<file path="config.mk">
export PLATFORM = sky130hd
export DESIGN_NAME = id_hazard_ctrl
export DESIGN_NICKNAME = d
export VERILOG_FILES = /design/src/rtl/core_pkg.sv /design/src/rtl/hazard_match.sv /design/src/rtl/id_hazard_ctrl.sv
export SDC_FILE = /design/constraint.sdc
export NUM_CORES = 1
export LEC_CHECK = 0
export BUFFER_PORTS_ARGS = -buffer_cell sky130_fd_sc_hd__buf_2
export CORE_ASPECT_RATIO = 0.8
export CORE_MARGIN = 8
export CORE_UTILIZATION = 45
export DETAILED_ROUTE_END_ITERATION = 12
export PLACE_DENSITY = 0.78
export SLEW_MARGIN = 10
export SYNTH_ARGS = -nofsm -noshare
export SYNTH_HDL_FRONTEND = slang
export SYNTH_SLANG_ARGS = --single-unit
</file>
<file path="constraint.sdc">
create_clock -name clk -period 5.4 [get_ports clk]
set_clock_uncertainty 0.2 [all_clocks]
set_input_delay 0.81 -clock clk [delete_from_list [all_inputs] [get_ports clk]]
set_output_delay 0.81 -clock clk [all_outputs]
set_load 0.005 [all_outputs]
</file>
<file path="src/rtl/core_pkg.sv">
// Shared types for the ID-stage hazard controller: FSM states, forwarding selects and
// the shadow-pipe entry.
package core_pkg;

    typedef enum logic [1:0] {
        RUN  = 2'b00,
        WAIT = 2'b01,
        HALT = 2'b10
    } hz_state_e;

    localparam logic [1:0] FWD_RF    = 2'b00;
    localparam logic [1:0] FWD_EXMEM = 2'b01;
    localparam logic [1:0] FWD_MEMWB = 2'b10;

    typedef struct packed {
        logic [4:0] rd;
        logic       wr;
        logic       ld;
    } shadow_t;

    // The youngest producer wins when both EX/MEM and MEM/WB write the same register.
    function automatic logic [1:0] fwd_sel(logic ex_hit, logic mem_hit);
        if (ex_hit) begin
            return FWD_EXMEM;
        end else if (mem_hit) begin
            return FWD_MEMWB;
        end
        return FWD_RF;
    endfunction

endpackage

</file>
<file path="src/rtl/hazard_match.sv">
// Compares one decoded source operand against the EX and MEM shadow entries.
module hazard_match
    import core_pkg::*;
(
    input  logic [4:0] rs,
    input  logic       use_rs,
    input  shadow_t    ex,
    input  shadow_t    mem,
    output logic       ex_hit,
    output logic       ex_load_hit,
    output logic       mem_hit
);

    // x0 is never a real producer, so a zero index can never match.
    logic rs_live;
    assign rs_live = use_rs && (rs != 5'd0);

    assign ex_hit      = rs_live && ex.wr && (ex.rd == rs);
    assign ex_load_hit = ex_hit && ex.ld;
    assign mem_hit     = rs_live && mem.wr && (mem.rd == rs);

endmodule

</file>
<file path="src/rtl/id_hazard_ctrl.sv">
// Decode-side hazard control: load-use stalls, redirect flushes, memory-wait freeze with a
// watchdog, and registered EX forwarding selects.
module id_hazard_ctrl
    import core_pkg::*;
#(
    parameter int unsigned MEM_TIMEOUT = 16,
    parameter int unsigned CNT_W       = 16
) (
    input  logic             clk,
    input  logic             reset,
    input  logic             id_valid,
    input  logic [4:0]       id_rs1,
    input  logic [4:0]       id_rs2,
    input  logic             id_use_rs1,
    input  logic             id_use_rs2,
    input  logic [4:0]       id_rd,
    input  logic             id_reg_write,
    input  logic             id_mem_read,
    input  logic             ex_redirect,
    input  logic             mem_req,
    input  logic             dmem_ready,
    output logic             pc_write,
    output logic             ifid_write,
    output logic             ifid_flush,
    output logic             idex_flush,
    output logic             pipe_freeze,
    output logic [1:0]       fwd_a,
    output logic [1:0]       fwd_b,
    output logic             mem_fault,
    output logic [CNT_W-1:0] stall_count
);

    localparam int unsigned WCNT_W = $clog2(MEM_TIMEOUT) + 1;
    localparam logic [WCNT_W-1:0] WAIT_LAST = WCNT_W'(MEM_TIMEOUT - 1);

    hz_state_e         state_q;
    logic [WCNT_W-1:0] wait_q;
    logic [WCNT_W-1:0] wait_inc;
    logic              mem_fault_q;
    shadow_t           ex_q, mem_q, ex_d;
    logic [1:0]        fwd_a_q, fwd_b_q;
    logic [CNT_W-1:0]  stall_q;

    logic a_ex_hit, a_ex_load_hit, a_mem_hit;
    logic b_ex_hit, b_ex_load_hit, b_mem_hit;
    logic freeze, redirect_act, load_use_act, bubble;

    hazard_match u_match_a (
        .rs          (id_rs1),
        .use_rs      (id_use_rs1),
        .ex          (ex_q),
        .mem         (mem_q),
        .ex_hit      (a_ex_hit),
        .ex_load_hit (a_ex_load_hit),
        .mem_hit     (a_mem_hit)
    );

    hazard_match u_match_b (
        .rs          (id_rs2),
        .use_rs      (id_use_rs2),
        .ex          (ex_q),
        .mem         (mem_q),
        .ex_hit      (b_ex_hit),
        .ex_load_hit (b_ex_load_hit),
        .mem_hit     (b_mem_hit)
    );

    // Priority: HALT/freeze beats redirect, which beats load-use.
    always_comb begin
        freeze       = (mem_req && !dmem_ready) || (state_q == HALT);
        redirect_act = ex_redirect && !freeze;
        load_use_act = (a_ex_load_hit || b_ex_load_hit) && !freeze && !ex_redirect;
        bubble       = redirect_act || load_use_act;

        pc_write    = !freeze && !load_use_act;
        ifid_write  = !freeze && !load_use_act;
        ifid_flush  = redirect_act;
        idex_flush  = bubble;
        pipe_freeze = freeze;

        ex_d = '0;
        if (!bubble) begin
            ex_d.rd = id_rd;
            ex_d.wr = id_reg_write && id_valid;
            ex_d.ld = id_mem_read && id_valid;
        end
    end

    always_ff @(posedge clk or negedge reset) begin
        if (!reset) begin
            ex_q    <= '0;
            mem_q   <= '0;
            fwd_a_q <= FWD_RF;
            fwd_b_q <= FWD_RF;
        end else if (!freeze) begin
            ex_q    <= ex_d;
            mem_q   <= ex_q;
            fwd_a_q <= (bubble || !id_valid) ? FWD_RF : fwd_sel(a_ex_hit, a_mem_hit);
            fwd_b_q <= (bubble || !id_valid) ? FWD_RF : fwd_sel(b_ex_hit, b_mem_hit);
        end
    end

    assign wait_inc = wait_q + 1'b1;

    always_ff @(posedge clk or negedge reset) begin
        if (!reset) begin
            state_q     <= RUN;
            wait_q      <= '0;
            mem_fault_q <= 1'b0;
        end else begin
            case (state_q)
                RUN: begin
                    if (mem_req && !dmem_ready) begin
                        state_q <= WAIT;
                        wait_q  <= '0;
                    end
                end
                WAIT: begin
                    if (dmem_ready) begin
                        state_q <= RUN;
                    end else begin
                        wait_q <= wait_inc;
                        if (wait_inc == WAIT_LAST) begin
                            state_q     <= HALT;
                            mem_fault_q <= 1'b1;
                        end
                    end
                end
                HALT: begin
                    mem_fault_q <= 1'b1;
                end
                default: begin
                    state_q <= RUN;
                end
            endcase
        end
    end

    always_ff @(posedge clk or negedge reset) begin
        if (!reset) begin
            stall_q <= '0;
        end else if ((freeze || load_use_act) && (stall_q != '1)) begin
            stall_q <= stall_q + 1'b1;
        end
    end

    assign fwd_a       = fwd_a_q;
    assign fwd_b       = fwd_b_q;
    assign mem_fault   = mem_fault_q;
    assign stall_count = stall_q;

endmodule
</file>
==> run summary <==
count of nets after finishing: 301
most frequent standard cell in the layout excluding fill and tap cells: buf_2
ratio of cells with drive above 1 in the final layout: 29.9%
nets in the synthesized netlist: 249
top achievable clock speed: 299 MHz
largest incremental delay on the critical path: 0.31 ns
post-synthesis to final-layout area growth: 16.9%
outcome: complete, no violations
worst hold-check slack: 0.272 ns
crit-path most repeated cell: buf_2
HPWL after detailed placement: 4060 um
Core Box Area: 4950 um2
beginning of the worst hold path: mem_fault$_DFFE_PN0P_
clock root buffer: clkbuf_8
hold-critical path endpoint: mem_fault$_DFFE_PN0P_
Cells after Synth: 221
Layout Utilization: 53.7%
worst-case register-to-register setup slack: 2.80 ns
x dimension of the die: 95.5 um
Yosys warning count: 0
number of buffers inserted during clock tree synthesis: 5
Final Hold Viols: 0
GP Congestion: 0.960
count of cells resized by post-cts repair: 0
die outline area: 7600 um2
leak pwr: 1.21 nW
number of antenna violations at the first check in global routing: 0
count of unique library cells instantiated by Yosys: 43
Overall Global Routing Usage: 14.4%
Clock Pin Slew Worst Setup and Hold Paths: 0.08 ns
worst vdd ir: 0.214 mV
total standard cell area after synthesis: 2280 um2
cell depth of the worst flop-to-flop path: 6
clock tree from TritonCTS: built
period utilisation layout: 61.8%
worst hold path cell count: 1
clock period minus worst slack: 3.34 ns
number of pins exceeding their max-slew limit in the final report: 0
switching share of power: 35.5%
Critical Path Start Type: primary input
combinational cell fraction of total power: 26.7%
Crit path max-delay family: simple AND/OR/NAND/NOR gates
clock net sink count: 41
maximum number of pins on one net before global-route repair: 42
setup repair after global routing missed its margin: false
DR WL/cell: 15.7 um
number of iterations in the first detailed-routing pass: 4
crit end category: output port
starting utilization of the core area: 46.0%
required time of the critical path: 4.39 ns
top library cells by usage in the layout, fill and taps aside: 50 x buf_2, 41 x nand2_1, 41 x dfrtp_1
sequential share of the synthesized area: 45.1%
fraction of registers with async set or reset after synthesis: 100%
height of the chip: 79.6 um
Core Rows: 23
part of the power in registers: 51.1%
Worst Tran Pin Value: 0.894 ns
# DRC: 0
TNS Setup: 0 ns
fill cell count: 446
count of H-tree levels built during CTS: 2
net load switching power: 0.310 mW
number of hold-repair buffers added at the cts stage: 0
routed wire length: 5290 um
DRT iter0 DRCs: 63
number of enable-type register cells in the synthesized netlist: 0
category of the most critical setup path: primary input to output port
detail-routed via count per cell: 5.42
class of the worst hold path: flip-flop to flip-flop
relative max-transition margin: 40.4%
maximum fanout count along the critical path: 16
number of maximum-capacitance constraint violations: 0
worst-path cell chain: buf_2 > xor2_1 > nor4_2 > and4_1 > o211ai_4 > and2_1 > buf_2
internal power component: 0.564 mW
number of storage elements in the synthesis netlist: 41
Critical path buffers and inverters: 2
top flip-flop cell by instance count after synthesis: dfrtp_1
top-level I/O count: 51
clock insertion delay at the later pin of the skew report: 0.29 ns
PortBufs: 50
Synth Area per Inst: 10.3 um2
end of the worst register-to-register path: ex_q[0]$_DFFE_PN0P_
total setup buffers inserted after CTS: 0
power share of the clock group: 22.2%
startpoint of the worst-slack reg-to-reg timing path: state_q[0]$_DFFE_PN0P_
number of nets with antenna violations after detailed routing: 0
wire length of the first global-routing pass: 8690 um
master of the slowest instance on the critical path: nor4_2
number of global-route vias before repair: 1846
setup violators final: 0
clock buffer depth: 2
total global routing overflow: 0
areal power density over the cells: 328 nW/um2
Arrival @ worst endpoint: 2.33 ns
total vias in the final route: 1822
diode count: 0
[worst reg2reg max path, cell delays in order, from the launching register on]
cell	delay [ns]
dfrtp_1	0.45
nand2b_1	0.15
o21a_1	0.12
buf_4	0.29
inv_1	0.36
a211oi_2	0.72
a32o_1	0.26
[per-layer routing]
| layer | vias up | share of wire (%) | wire (um) | GRT usage [%] |
|---|---|---|---|---|
| li1 | 888 | - | - | - |
| met1 | 877 | 45 | 2400 | 18.4 |
| met2 | 48 | 46 | 2440 | 21.9 |
| met3 | 9 | 6.8 | 360 | 5.26 |
| met4 | 0 | 1.7 | 89 | 5.51 |
| met5 | - | 0 | 0 | 0 |
[power by group through the flow]
stage	clock (mW)	sequential, mW	combinational [mW]
floorplan	0	0.440	0.138
CTS	0.201	0.447	0.239
detailed placement	0	0.452	0.238
finish	0.194	0.447	0.233
global route	0.215	0.458	0.267
global placement	0	0.447	0.228
[sequential cells by signal, summed over array words and instances, names as in the netlist]
signal / cells
wait_q: 5
state_q: 2
mem_fault: 1
stall_count: 16
mem_q: 6
fwd_b: 2
ex_q: 7
fwd_a: 2
[cells by family after synthesis]
group / count (synthesis) / synth area share, %
adders and majority gates: 3 / 1.65
and+or+nand+nor: 87 / 19.6
DFF: 41 / 45.1
muxes: 5 / 2.42
AOI/OAI and AO/OA: 39 / 15.9
buffers and inverters: 13 / 2.64
xor gates and xnor gates: 33 / 12.7
[area by class of cell]
cell class / instances / area [um2] / share of cell area, %
Multi-Input combinational cell: 167 / 1190 / 44.7
Sequential cell: 41 / 1030 / 38.6
Timing Repair Buffer: 51 / 258 / 9.69
Tap cell: 62 / 77.6 / 2.92
Clock buffer: 6 / 72.6 / 2.73
Inverter: 7 / 26.3 / 0.988
Clock inverter: 2 / 10.0 / 0.376
[Yosys cell counts, drive strengths merged, types with 2 or more instances]
library cell	count	area (um2)
mux2	4	45.0
dfrtp	41	1030
xnor2	9	78.8
nand3	9	50.1
xor2	24	210
inv	7	26.3
and4	2	20.0
a21oi	4	23.8
clkbuf	3	11.3
a211oi	10	110
a22o	10	88.8
nor2	10	37.5
o21ai	6	30.0
nand2	41	154
a2111oi	3	45.0
nand4	6	37.5
buf	3	22.5
a21o	2	15.0
ha	3	37.5
or3	3	25.0
a32o	2	20.0
nor4b	2	17.5
nor3	5	36.3
nand2b	2	12.5
nor4	5	43.8
[metrics by stage]
step	area, um2	cells	power (mW)	setup slack [ns]
2_1_floorplan	2280	221	0.577	2.28
3_3_place_gp	2580	328	0.676	2.09
3_5_place_dp	2580	328	0.690	2.06
4_1_cts	2660	336	0.887	2.07
5_1_grt	2660	336	0.939	1.95
6_report	2660	336	0.874	2.06
[worst max path at each step]
stage	startpoint	end	slack [ns]	cells after the start
detailed placement	id_rs2[4]	pc_write	2.06	7
global placement	id_rs2[4]	pc_write	2.09	7
finish	id_rs2[4]	pc_write	2.06	7
CTS	id_rs2[4]	pc_write	2.07	7
global route	id_rs1[1]	pc_write	1.95	7
floorplan	id_rs2[4]	pc_write	2.28	7
(Power assumes the default switching activity.)
